<file path="src/rtl/mac_seq_ctrl_pkg.sv">
// Shared types and constants for the MAC lane sequencer.
// State encoding, default widths and (8,5) result bounds.
package mac_pkg;

   typedef enum logic [1:0] {
      IDLE = 2'd0,
      RUN  = 2'd1,
      DONE = 2'd2
   } mac_state_e;

   localparam int ACC_W_DEF     = 16;
   localparam int LEN_W_DEF     = 8;
   localparam int IFDATA_SIZE   = 8;
   localparam int WDATA_SIZE    = 8;
   localparam int MULT_OUT_SIZE = 8;

   localparam logic signed [MULT_OUT_SIZE-1:0] RES_MAX = 8'sd127;
   localparam logic signed [MULT_OUT_SIZE-1:0] RES_MIN = -8'sd128;

endpackage

</file>
<file path="src/rtl/mac_seq_ctrl_if.sv">
// Job, operand and result handshake bundle for the MAC sequencer.
// master = job/operand source and result sink, slave = sequencer.
interface mac_seq_ctrl_if
   import mac_pkg::*;
#(
   parameter int LEN_W = LEN_W_DEF
);
   logic                     start;
   logic [LEN_W-1:0]         len;
   logic                     busy;
   logic                     in_valid;
   logic                     in_ready;
   logic [IFDATA_SIZE-1:0]   in_act;
   logic [WDATA_SIZE-1:0]    in_wgt;
   logic                     res_valid;
   logic                     res_ready;
   logic [MULT_OUT_SIZE-1:0] res_data;
   logic                     res_ovf;

   modport master (
      output start, len, in_valid, in_act, in_wgt, res_ready,
      input  busy, in_ready, res_valid, res_data, res_ovf
   );

   modport slave (
      input  start, len, in_valid, in_act, in_wgt, res_ready,
      output busy, in_ready, res_valid, res_data, res_ovf
   );
endinterface

</file>
<file path="src/rtl/mac_seq_ctrl_mult_stage.sv">
// Combinational (8,7)u x (8,6)s multiply, truncated to (8,5).
// Product bits [15:8] of the (16,13) result are kept.
module mac_mult_stage
   import mac_pkg::*;
(
   input  logic [IFDATA_SIZE-1:0]   act_i,
   input  logic [WDATA_SIZE-1:0]    wgt_i,
   output logic [MULT_OUT_SIZE-1:0] prod_o
);
   logic signed [8:0]  act_s;
   logic signed [8:0]  wgt_s;
   logic signed [17:0] full;

   assign act_s = $signed({1'b0, act_i});
   assign wgt_s = $signed({wgt_i[WDATA_SIZE-1], wgt_i});

   // Zero-extended activation times sign-extended weight
   always_comb begin
      full   = act_s * wgt_s;
      prod_o = full[15:8];
   end
endmodule

</file>
<file path="src/rtl/mac_seq_ctrl.sv">
// MAC lane sequencer: streams len pairs, accumulates, returns (8,5).
// Define MAC_SAT_EN for saturating accumulate and clamped result.
module mac_seq_ctrl
   import mac_pkg::*;
#(
   parameter int LEN_W = LEN_W_DEF,
   parameter int ACC_W = ACC_W_DEF
) (
   input  logic          clk,
   input  logic          rst,
   mac_seq_ctrl_if.slave bus
);
   mac_state_e                state_q, state_d;
   logic [LEN_W-1:0]          cnt_q, cnt_d;
   logic signed [ACC_W-1:0]   acc_q, acc_d;
   logic [MULT_OUT_SIZE-1:0]  res_q, res_d;
   logic                      ovf_q, ovf_d;

   logic [MULT_OUT_SIZE-1:0]  prod;
   logic signed [ACC_W-1:0]   prod_ext;
   logic signed [ACC_W-1:0]   acc_sum;
   logic                      sum_clamp;
   logic [MULT_OUT_SIZE-1:0]  fin_res;
   logic                      fin_clamp;
   logic                      beat;

   mac_mult_stage u_mult (
      .act_i  (bus.in_act),
      .wgt_i  (bus.in_wgt),
      .prod_o (prod)
   );

   assign prod_ext = {{(ACC_W-MULT_OUT_SIZE){prod[MULT_OUT_SIZE-1]}}, prod};
   assign beat     = (state_q == RUN) && bus.in_valid;

`ifdef MAC_SAT_EN
   localparam logic signed [ACC_W-1:0] ACC_HI = {1'b0, {(ACC_W-1){1'b1}}};
   localparam logic signed [ACC_W-1:0] ACC_LO = {1'b1, {(ACC_W-1){1'b0}}};
   localparam logic signed [ACC_W-1:0] FIN_HI = ACC_W'(RES_MAX);
   localparam logic signed [ACC_W-1:0] FIN_LO = ACC_W'(RES_MIN);

   logic signed [ACC_W:0] sum_w;

   // Saturating accumulate, then clamp the running value to (8,5)
   always_comb begin
      sum_w     = {acc_q[ACC_W-1], acc_q} + {prod_ext[ACC_W-1], prod_ext};
      sum_clamp = sum_w[ACC_W] != sum_w[ACC_W-1];
      if (sum_clamp)
         acc_sum = sum_w[ACC_W] ? ACC_LO : ACC_HI;
      else
         acc_sum = sum_w[ACC_W-1:0];
      fin_clamp = 1'b1;
      if (acc_sum > FIN_HI)
         fin_res = RES_MAX;
      else if (acc_sum < FIN_LO)
         fin_res = RES_MIN;
      else begin
         fin_res   = acc_sum[MULT_OUT_SIZE-1:0];
         fin_clamp = 1'b0;
      end
   end
`else
   // Wrapping accumulate, result is the low byte
   always_comb begin
      acc_sum   = acc_q + prod_ext;
      sum_clamp = 1'b0;
      fin_res   = acc_sum[MULT_OUT_SIZE-1:0];
      fin_clamp = 1'b0;
   end
`endif

   // Next-state, counter, accumulator and result register logic
   always_comb begin
      state_d = state_q;
      cnt_d   = cnt_q;
      acc_d   = acc_q;
      res_d   = res_q;
      ovf_d   = ovf_q;
      unique case (state_q)
         IDLE: begin
            if (bus.start) begin
               acc_d = '0;
               ovf_d = 1'b0;
               if (bus.len != '0) begin
                  cnt_d   = bus.len;
                  state_d = RUN;
               end else begin
                  res_d   = '0;
                  state_d = DONE;
               end
            end
         end
         RUN: begin
            if (beat) begin
               acc_d = acc_sum;
               cnt_d = cnt_q - 1'b1;
`ifdef MAC_SAT_EN
               ovf_d = ovf_q | sum_clamp;
`endif
               if (cnt_q == LEN_W'(1)) begin
                  res_d   = fin_res;
`ifdef MAC_SAT_EN
                  ovf_d   = ovf_q | sum_clamp | fin_clamp;
`endif
                  state_d = DONE;
               end
            end
         end
         DONE: begin
            if (bus.res_ready)
               state_d = IDLE;
         end
         default: state_d = IDLE;
      endcase
   end

   // State registers with asynchronous reset
   always_ff @(posedge clk or posedge rst) begin
      if (rst) begin
         state_q <= IDLE;
         cnt_q   <= '0;
         acc_q   <= '0;
         res_q   <= '0;
         ovf_q   <= 1'b0;
      end else begin
         state_q <= state_d;
         cnt_q   <= cnt_d;
         acc_q   <= acc_d;
         res_q   <= res_d;
         ovf_q   <= ovf_d;
      end
   end

   assign bus.busy      = state_q != IDLE;
   assign bus.in_ready  = state_q == RUN;
   assign bus.res_valid = state_q == DONE;
   assign bus.res_data  = res_q;
`ifdef MAC_SAT_EN
   assign bus.res_ovf   = ovf_q;
`else
   assign bus.res_ovf   = 1'b0;
`endif

   logic unused_ok;
   assign unused_ok = &{1'b0, sum_clamp, fin_clamp};
endmodule
</file>
<file path="src/flat_wrapper.sv">
// flat-port wrapper written by rule: the top's interface ports become plain ports
module mac_seq_ctrl_flat import mac_pkg::*;
#(
   parameter int LEN_W = LEN_W_DEF,
   parameter int ACC_W = ACC_W_DEF
)
  (clk, rst, bus_start, bus_len, bus_in_valid, bus_in_act, bus_in_wgt, bus_res_ready, bus_busy, bus_in_ready, bus_res_valid, bus_res_data, bus_res_ovf);
  mac_seq_ctrl_if #(.LEN_W(LEN_W)) bus_i ();
  input  logic clk;
  input  logic rst;
  input wire logic [$bits(bus_i.start)-1:0] bus_start;
  input wire logic [$bits(bus_i.len)-1:0] bus_len;
  input wire logic [$bits(bus_i.in_valid)-1:0] bus_in_valid;
  input wire logic [$bits(bus_i.in_act)-1:0] bus_in_act;
  input wire logic [$bits(bus_i.in_wgt)-1:0] bus_in_wgt;
  input wire logic [$bits(bus_i.res_ready)-1:0] bus_res_ready;
  output wire logic [$bits(bus_i.busy)-1:0] bus_busy;
  output wire logic [$bits(bus_i.in_ready)-1:0] bus_in_ready;
  output wire logic [$bits(bus_i.res_valid)-1:0] bus_res_valid;
  output wire logic [$bits(bus_i.res_data)-1:0] bus_res_data;
  output wire logic [$bits(bus_i.res_ovf)-1:0] bus_res_ovf;
  assign bus_i.start = bus_start;
  assign bus_i.len = bus_len;
  assign bus_i.in_valid = bus_in_valid;
  assign bus_i.in_act = bus_in_act;
  assign bus_i.in_wgt = bus_in_wgt;
  assign bus_i.res_ready = bus_res_ready;
  assign bus_busy = bus_i.busy;
  assign bus_in_ready = bus_i.in_ready;
  assign bus_res_valid = bus_i.res_valid;
  assign bus_res_data = bus_i.res_data;
  assign bus_res_ovf = bus_i.res_ovf;
  mac_seq_ctrl #(.LEN_W(LEN_W), .ACC_W(ACC_W)) u_core (.clk(clk), .rst(rst), .bus(bus_i));
endmodule
</file>
<file path="config.mk">
export PLATFORM = sky130hd
export DESIGN_NAME = mac_seq_ctrl_flat
export DESIGN_NICKNAME = d
export VERILOG_FILES = /design/src/rtl/mac_seq_ctrl_pkg.sv /design/src/rtl/mac_seq_ctrl_if.sv /design/src/rtl/mac_seq_ctrl_mult_stage.sv /design/src/rtl/mac_seq_ctrl.sv /design/src/flat_wrapper.sv
export SDC_FILE = /design/constraint.sdc
export NUM_CORES = 1
export LEC_CHECK = 0
export BUFFER_PORTS_ARGS = -buffer_cell sky130_fd_sc_hd__buf_2
export CAP_MARGIN = 15
export CORE_MARGIN = 10
export CORE_UTILIZATION = 50
export DETAILED_ROUTE_END_ITERATION = 6
export GPL_ROUTABILITY_DRIVEN = 0
export PLACE_DENSITY = 0.71
export SLEW_MARGIN = 30
export SYNTH_ARGS = -nofsm -noshare
export SYNTH_HDL_FRONTEND = slang
export SYNTH_SLANG_ARGS = --single-unit
</file>
<file path="constraint.sdc">
create_clock -name clk -period 5.02 [get_ports clk]
set_input_delay 0 -clock clk [delete_from_list [all_inputs] [get_ports clk]]
set_output_delay 0 -clock clk [all_outputs]
set_load 0.01 [all_outputs]
</file>
==> qor.yml, run 1 <==
yosysTopAreaCell: "fa_1"
worst_slack_ns: 0.338
fin_util_pct: 57.2
yosys-top-cells-count: "inv_1 (54), ha_1 (47), and2_1 (39)"
grt_pass1_vias: 2674
diodes: 0
syn_nets: 496
syn_to_final_growth_pct: 12.2
vias_per_cell: 5.29
ctsHtreeMaxLevel: 1
cpPeakStageDelay_ns: 0.55
cp-start-kind: "primary input"
setup_viol: 0
synth-compound-area-share_pct: 11.3
synthTopCellsByArea: "fa_1 (21%), dfrtp_1 (19%), ha_1 (17%), and2_1 (7.1%), inv_1 (5.9%)"
synth_flop_cell: "dfrtp_1"
drv_slew: 0
skew_ns: 0.00523
worstPathCellList: "buf_2, nand2b_1, fa_1, fa_1, inv_1, fa_1, inv_1, fa_1, inv_1, ha_1, a21oi_4, nor2b_1, nor2_2, xnor2_1, ha_1, a21o_1, a211oi_2, o21bai_1, a21o_1, a21oi_1, xnor3_1, o31ai_2"
worst_pin_slew_ns: 0.537
cts.clk_slew.worst_paths_ns: 0.09
root_buffer: "clkbuf_8"
synth_xor_area_share_pct: 4.47
ys_types: 44
dp_hpwl_um: 5770
post-place-ws_ns: -0.0883
clock_latency_ns: 0.27
r2r_setup_slack_ns: 2.83
cp.arrival_ns: 4.86
cp.required_ns: 5.20
synth.area.mux_share_pct: 1.27
ant_nets: 0
synth_top_family_by_area: "adder cells"
yosys_warnings: 0
fillers: 636
wire_per_inst_um: 13.2
syn_area_um2: 3440
cts_tree: "done"
layout_worst_path_cycle_share_pct: 93.3
min_path_type: "in -> reg"
synthCells: 384
via_count: 2704
grtUsageTotal_pct: 13.6
initial_core_util_pct: 51.0
synth_edf_count: 0
yosys.area_share.simple_pct: 19.0
maxCapViolations: 0
die_h_um: 103
ir_worst_vdd_mv: 0.283
nets: 545
syn_avg_cell_area_um2: 8.97
grt_pass1_wl_um: 11900
post_cts_buffers: 0
hold_violations: 0
cts_sinks: 26
cts_buffers: 3
synth_seq_cells: 26
synth_adder_area_share_pct: 38.0
setup_tns_ns: 0
cp_slowest_cell: "fa_1"
place_area_um2: 3770
p_leak_nw: 2.04
drt_pass1_iterations: 4
path_max_fanout: 2
ys_seq_area_share_pct: 18.9
outcome: "finished, final reports clean"
power_density_nw_per_um2: 496
antenna_found_initial: 0
io_buffers: 39
overflow: 0
ys_async_sr_fraction_pct: 100
core_um2: 6760
grt_max_degree: 28
synth.most_common_cell: "inv_1"
ios: 41
max_slew_margin_pct: 64.1
final_area_um2: 3860
rows: 30
cp-end-kind: "flip-flop"
path_common_cell: "fa_1"
max-clock-path-buffers: 2
fp.dieW_um: 103
drc: 0
drt_iter0_drc: 82
fmax_mhz: 214
layout-drive-gt1-share_pct: 14.8
worstSetupPathType: "in -> reg"
routed_wl_um: 6760
dieArea_um2: 10600
min_period_ns: 4.68
synth_top_area_share_pct: 20.9
rsz0062_at_grt: "false"
## critical path, delay by kind of cell
kind | cells | cell delay, ns
AO/OA/AOI/OAI | 7 | 1.17
XOR/XNOR | 2 | 0.42
adder cells (fa/ha/maj) | 6 | 2.68
buffers and inverters | 4 | 0.25
AND/OR/NAND/NOR | 3 | 0.35
## through the flow
stage	total power, mW	instances	hold slack [ns]
after floorplan	1.45	384	0.0400
after global placement	1.76	505	0.256
after detailed placement	1.80	505	0.267
after CTS	1.93	511	0.0123
after global routing	2.17	511	0.0365
final	1.91	511	0.0126
## path summary, 6_finish.rpt
path | endpoint | cells past startpoint | start
min in group asynchronous | u_core.acc_q[5]$_DFFE_PP0P_ | 3 | rst
max reg2reg | u_core.bus.res_data[5]$_DFFE_PP0P_ | 5 | u_core.state_q[1]$_DFFE_PP0P_
min | u_core.cnt_q[3]$_DFFE_PP0P_ | 3 | bus_len[3]
max | u_core.acc_q[7]$_DFFE_PP0P_ | 22 | bus_in_act[0]
min reg2reg | u_core.bus.res_data[4]$_DFFE_PP0P_ | 2 | u_core.bus.res_data[4]$_DFFE_PP0P_
max in group asynchronous | u_core.acc_q[3]$_DFFE_PP0P_ | 3 | rst
## area by class of cell
cell class	instances	area [um2]	share of cell area, %
clock buffers	3	41.3	1.07
inverters	55	206	5.35
multi-input cells	296	2570	66.6
flip-flops and latches	26	651	16.8
well taps	80	100	2.59
repair buffers	51	293	7.58
## flip-flops by register name, indices dropped and copies added (netlist names)
register             flops
u_core.bus.res_data      8
u_core.state_q           2
u_core.cnt_q             8
u_core.acc_q             8
## power breakdown
group          internal [mW]  total, mW  switching, mW
Combinational          0.664       1.44          0.779
Sequential             0.291      0.357         0.0663
Clock                 0.0537      0.115         0.0609
## placed cells by master, fill, tap and decap left out, drive strengths merged, types with 2 or more instances in the layout
cell,netlist,final
inv,55,55
buf,6,48
ha,47,47
and2,39,39
fa,36,36
nand2,35,35
nor2,28,28
dfrtp,26,26
o21ai,23,23
a21oi,16,16
xnor2,10,10
nor3,5,5
nor2b,5,5
xor2,5,5
nand2b,5,5
a21o,4,4
a22o,4,4
nand3,3,3
a22oi,3,3
mux2,3,3
and3,3,3
clkbuf,1,3
dlygate4sd3,0,3
nor4,3,3
a41oi,2,2
a31oi,2,2
o21bai,2,2
o31ai,2,2
## what timing repair did
item                                   in CTS  in global routing
resized for setup                           0                  5
hold buffers                                3                  0
endpoints found under the hold margin      28                  0
setup endpoints to repair                   0                  2
## per-layer routing
metal | global-route usage [%] | up-vias | routed length (um)
met1 | 16.8 | 1332 | 2940
met3 | 2.28 | 2 | 157
met5 | 0 | - | 0
li1 | - | 1351 | -
met4 | 1.50 | 0 | 16
met2 | 24.9 | 19 | 3650
## cell families (layout without fill, tap and decap cells)
logic type,Yosys count,after routing
AOI/OAI and AO/OA,62,62
xor gates and xnor gates,16,16
adders and majority gates,83,83
buffers and inverters,62,109
DFF,26,26
muxes,4,4
other,1,1
and+or+nand+nor,130,130
(Power assumes the default switching activity.)
==> run 2, diff against run 1 <==
- BUFFER_PORTS_ARGS: -buffer_cell sky130_fd_sc_hd__buf_2 -> not set
- DONT_BUFFER_PORTS: not set -> 1
- PLACE_DENSITY: 0.71 -> 0.66
==> qor.yml, run 2 (synthesis gave the netlist of run 1 again) <==
outcome: "finished, final reports clean"  # unchanged
ir_worst_vdd_mv: 0.365  # was 0.283 mV
dieArea_um2: 10600  # unchanged
max-clock-path-buffers: 2  # unchanged
layout_worst_path_cycle_share_pct: 91.6  # was 93.3%
vias_per_cell: 5.45  # was 5.29
maxCapViolations: 0  # unchanged
drt_iter0_drc: 107  # was 82
fin_util_pct: 55.1  # was 57.2%
rows: 30  # unchanged
drv_slew: 0  # unchanged
rsz0062_at_grt: "false"  # unchanged
p_leak_nw: 1.89  # was 2.04 nW
cp-end-kind: "flip-flop"  # unchanged
ant_nets: 0  # unchanged
syn_to_final_growth_pct: 8.07  # was 12.2%
worst_pin_slew_ns: 0.696  # was 0.537 ns
cts.clk_slew.worst_paths_ns: 0.08  # was 0.09 ns
min_path_type: "in -> reg"  # unchanged
skew_ns: 0.0114  # was 0.00523 ns
hold_violations: 0  # unchanged
grt_pass1_vias: 2728  # was 2674
power_density_nw_per_um2: 504  # was 496 nW/um2
max_slew_margin_pct: 53.6  # was 64.1%
setup_viol: 0  # unchanged
layout-drive-gt1-share_pct: 5.09  # was 14.8%
post-place-ws_ns: 0.0330  # was -0.0883 ns
drc: 0  # unchanged
dp.cells: 459  # was 505
grt_max_degree: 28  # unchanged
mostFrequentLayoutCells: "inv_1 (53), ha_1 (47), and2_1 (39), fa_1 (36), nand2_1 (35)"  # was inv_1 (52), ha_1 (47), and2_1 (39), buf_2 (39), fa_1 (36)
grtUsageTotal_pct: 14.4  # was 13.6%
diodes: 0  # unchanged
cts_buffers: 3  # unchanged
via_count: 2579  # was 2704
cts_tree: "done"  # unchanged
worst_slack_ns: 0.423  # was 0.338 ns
mostFrequentLayoutCell: "inv_1"  # unchanged
setup_tns_ns: 0  # unchanged
overflow: 0  # unchanged
nets: 506  # was 545
die_h_um: 103  # unchanged
cp.required_ns: 5.19  # was 5.20 ns
io_buffers: 0  # was 39
report.power.total_mw: 1.88  # was 1.91 mW
routed_wl_um: 7010  # was 6760 um
fp.dieW_um: 103  # unchanged
root_buffer: "clkbuf_8"  # unchanged
core_um2: 6760  # unchanged
cp-start-kind: "primary input"  # unchanged
drt_pass1_iterations: 4  # unchanged
wire_per_inst_um: 14.8  # was 13.2 um
final_cells: 473  # was 511
min_period_ns: 4.60  # was 4.68 ns
cp.arrival_ns: 4.77  # was 4.86 ns
antenna_found_initial: 0  # unchanged
grt_pass1_wl_um: 12500  # was 11900 um
cts_sinks: 26  # unchanged
clock_latency_ns: 0.27  # about the same
path_max_fanout: 7  # was 2
initial_core_util_pct: 51.0  # unchanged
ios: 41  # unchanged
fmax_mhz: 218  # was 214 MHz
dp_hpwl_um: 5830  # was 5770 um
ctsHtreeMaxLevel: 1  # unchanged
worstSetupPathType: "in -> reg"  # unchanged
run 2: cell types whose count changed in the layout (fill, tap and decap cells not counted), moves of 2 or more:
| cell | previous run | this run |
|---|---|---|
| buf_2 | 39 | 0 |
| buf_4 | 9 | 2 |
| dlygate4sd3_1 | 3 | 10 |
| o21ai_1 | 20 | 18 |
| o21ai_2 | 1 | 3 |
run 2: final cells by class:
class,count,area [um2]
clock buffers,3,41.3
clock inverters,1,30.0
fillers,639,3040
inverters,55,206
multi-input cells,296,2580
flip-flops and latches,26,651
well taps,80,100
repair buffers,12,115
run 2: repair_timing:
action	4_1_cts	5_1_grt
setup buffers	0	0
hold buffers	10	0
setup endpoints to repair	0	2
hold endpoints to repair	35	0
gates resized for setup	0	5
run 2: per-layer routing:
metal	track usage (%)	vias up	routed length, um
met5	0	-	0
met2	26.4	33	3760
met4	1.60	0	22
met3	2.14	2	243
met1	17.8	1278	2980
li1	-	1266	-
run 2: metrics by stage:
step                      hold slack, ns  cell area, um2
after global routing              0.0574            3720
after global placement             0.137            3520
after CTS                         0.0243            3700
after detailed placement         -0.0422            3530
after floorplan                   0.0400            3440
final                             0.0349            3720
run 2: worst paths after layout:
kind / from / to / slack (ns) / depth (start not counted)
max: bus_in_act[0] / u_core.acc_q[7]$_DFFE_PP0P_ / 0.42 / 21
min: bus_len[4] / u_core.cnt_q[4]$_DFFE_PP0P_ / 0.03 / 3
max reg2reg: u_core.state_q[1]$_DFFE_PP0P_ / u_core.bus.res_data[5]$_DFFE_PP0P_ / 2.79 / 5
min reg2reg: u_core.acc_q[0]$_DFFE_PP0P_ / u_core.acc_q[0]$_DFFE_PP0P_ / 0.51 / 2
max in group asynchronous: rst / u_core.bus.res_data[7]$_DFFE_PP0P_ / 4.43 / 2
min in group asynchronous: rst / u_core.acc_q[2]$_DFFE_PP0P_ / 0.22 / 2
run 2: power breakdown:
part           total [mW]  internal [mW]  switching [mW]
Sequential          0.370          0.291          0.0788
Clock               0.173          0.107          0.0667
Combinational        1.33          0.587           0.747
run 2: worst max-delay path, cell delays in order:
cell and delay [ns]:
nand2b_1 0.14, fa_1 0.51, fa_1 0.55, inv_1 0.06, fa_1 0.52, inv_1 0.05, fa_1 0.52, inv_1 0.04
ha_1 0.32, a21oi_4 0.13, nor2b_1 0.06, nor2_2 0.12, xnor2_1 0.15, ha_1 0.26, a21o_1 0.18, a211oi_2 0.21
o21bai_1 0.13, a21o_1 0.19, a21oi_1 0.15, xnor3_1 0.26, o31ai_1 0.21
==> run 3, diff against run 2 <==
- BUFFER_PORTS_ARGS: not set -> -buffer_cell sky130_fd_sc_hd__buf_2
- DONT_BUFFER_PORTS: 1 -> not set
- PLACE_DENSITY: 0.66 -> 0.71
- REMOVE_ABC_BUFFERS: not set -> 1
==> qor.yml, run 3 (synthesis gave the netlist of run 1 again) <==
drt_pass1_iterations: 4  # unchanged
switching_share_pct: 47.5  # about the same
multi_input_area_um2: 2590  # was 2580 um2
grtUsageTotal_pct: 14.0  # was 14.4%
ctsHtreeMaxLevel: 1  # unchanged
timing.rr.start: "u_core.state_q[1]$_DFFE_PP0P_"  # unchanged
routed_wl_um: 7050  # was 7010 um
report.power.total_mw: 2.01  # was 1.88 mW
worstSetupPathType: "in -> reg"  # unchanged
hold_violations: 0  # unchanged
dieArea_um2: 10600  # unchanged
worst_slack_ns: 0.263  # was 0.423 ns
grt_pass1_vias: 2742  # was 2728
max-clock-path-buffers: 2  # unchanged
drc: 0  # unchanged
r2r_setup_slack_ns: 2.83  # was 2.79 ns
initial_core_util_pct: 51.0  # unchanged
wire_per_inst_um: 13.8  # was 14.8 um
grt_max_degree: 28  # unchanged
fp.dieW_um: 103  # unchanged
drv_slew: 0  # unchanged
layout-drive-gt1-share_pct: 16.0  # was 5.09%
diodes: 0  # unchanged
skew_ns: 0.00315  # was 0.0114 ns
cts.clk_slew.worst_paths_ns: 0.09  # was 0.08 ns
root_buffer: "clkbuf_8"  # unchanged
crit_start: "bus_in_act[0]"  # unchanged
clock_latency_ns: 0.27  # about the same
hold_ws_ns: 0.0165  # was 0.0349 ns
rows: 30  # unchanged
min_path_type: "in -> reg"  # unchanged
setup_viol: 0  # unchanged
timing.rr.end: "u_core.bus.res_data[5]$_DFFE_PP0P_"  # unchanged
intPower_mw: 1.05  # was 985 uW
ios: 41  # unchanged
antenna_found_initial: 0  # unchanged
post-place-ws_ns: -0.159  # was 0.0330 ns
syn_to_final_growth_pct: 13.1  # was 8.07%
sequentialPowerShare_pct: 17.8  # was 19.7%
overflow: 0  # unchanged
rsz0062_at_grt: "false"  # unchanged
mostFrequentLayoutCell: "inv_1"  # unchanged
cp.arrival_ns: 4.93  # was 4.77 ns
switchingPower_uw: 952  # was 892 uW
drt_iter0_drc: 67  # was 107
fmax_mhz: 210  # was 218 MHz
io_buffers: 39  # was 0
r2r_cells: 5  # unchanged
dp_hpwl_um: 5970  # was 5830 um
mostFrequentLayoutCells: "inv_1 (52), ha_1 (47), and2_1 (39), buf_2 (39), fa_1 (36)"  # was inv_1 (53), ha_1 (47), and2_1 (39), fa_1 (36), nand2_1 (35)
maxCapViolations: 0  # unchanged
crit_end: "u_core.bus.res_data[7]$_DFFE_PP0P_"  # was u_core.acc_q[7]$_DFFE_PP0P_
seq_area_um2: 651  # unchanged
die_h_um: 103  # unchanged
worstHoldPathCells: 3  # unchanged
min_period_ns: 4.76  # was 4.60 ns
layout_worst_path_cycle_share_pct: 94.8  # was 91.6%
cts_tree: "done"  # unchanged
place_area_um2: 3780  # was 3530 um2
outcome: "finished, final reports clean"  # unchanged
p_leak_nw: 2.05  # was 1.89 nW
fillers: 631  # was 639
worst_pin_slew_ns: 0.674  # was 0.696 ns
grt_pass1_wl_um: 12400  # was 12500 um
cp-start-kind: "primary input"  # unchanged
cp.required_ns: 5.20  # was 5.19 ns
cts_buffers: 3  # unchanged
max_slew_margin_pct: 55.1  # was 53.6%
vias_per_cell: 5.29  # was 5.45
ir_worst_vdd_mv: 0.336  # was 0.365 mV
cp-end-kind: "flip-flop"  # unchanged
cts_sinks: 26  # unchanged
comb_power_share_pct: 75.4  # was 71.1%
ant_nets: 0  # unchanged
core_um2: 6760  # unchanged
path_max_fanout: 2  # was 7
final_area_um2: 3890  # was 3720 um2
power.share.clock_pct: 6.9  # was 9.2%
via_count: 2711  # was 2579
power_density_nw_per_um2: 515  # was 504 nW/um2
nets: 545  # was 506
fin_util_pct: 57.6  # was 55.1%
-- run 3: how the worst min path moves through the flow --
stage                        startpoint                       endpoint  slack (ns)
after detailed placement     bus_len[0]    u_core.cnt_q[0]$_DFFE_PP0P_        0.26
after global placement       bus_len[0]    u_core.cnt_q[0]$_DFFE_PP0P_        0.24
final                        bus_len[2]    u_core.cnt_q[2]$_DFFE_PP0P_        0.02
after floorplan                     rst    u_core.acc_q[0]$_DFFE_PP0P_        0.04
after global routing      bus_res_ready  u_core.state_q[1]$_DFFE_PP0P_        0.03
after CTS                    bus_len[3]    u_core.cnt_q[3]$_DFFE_PP0P_        0.02
-- run 3: stage by stage --
step	setup TNS, ns	instances
CTS	0	512
global route	0	512
global placement	0	505
floorplan	0	377
detailed placement	-0.312	505
finish	0	512
-- run 3: metal layers --
| metal | track usage (%) | vias to the layer above | part of all wire (%) |
|---|---|---|---|
| met5 | 0 | - | 0 |
| li1 | - | 1345 | - |
| met3 | 2.21 | 2 | 2.4 |
| met2 | 25.1 | 30 | 55 |
| met1 | 17.9 | 1334 | 43 |
| met4 | 1.39 | 0 | 0.18 |
-- run 3: area by class of cell --
cell class / count / area share (%)
Timing Repair Buffer: 51 / 7.52
Sequential cell: 26 / 16.7
Clock buffer: 4 / 1.41
Inverter: 55 / 5.30
Multi-Input combinational cell: 296 / 66.5
Tap cell: 80 / 2.57
-- run 3: power by group through the flow --
stage / registers (mW) / logic, mW / clock network, mW
finish: 0.356 / 1.51 / 0.138
global route: 0.368 / 1.73 / 0.146
CTS: 0.355 / 1.49 / 0.141
detailed placement: 0.359 / 1.48 / 0
global placement: 0.358 / 1.43 / 0
floorplan: 0.353 / 1.08 / 0
-- run 3: critical path, stage by stage --
cell and delay, ns:
buf_2 0.10, nand2b_1 0.16, fa_1 0.51, fa_1 0.56
inv_1 0.06, fa_1 0.52, inv_1 0.05, fa_1 0.52
inv_1 0.04, ha_1 0.31, a21oi_4 0.13, nor2b_1 0.07
nor2_2 0.15, xnor2_2 0.15, ha_1 0.26, a21o_1 0.18
a211oi_2 0.21, o21bai_1 0.12, a21o_1 0.19, a21oi_1 0.15
xnor3_1 0.26, o31ai_1 0.22
-- run 3: what timing repair did --
item                       in CTS  in global routing
setup endpoints to repair       0                  2
setup buffers                   0                  0
gates resized for setup         0                  8
hold endpoints to repair       28                  0
hold buffers                    3                  0
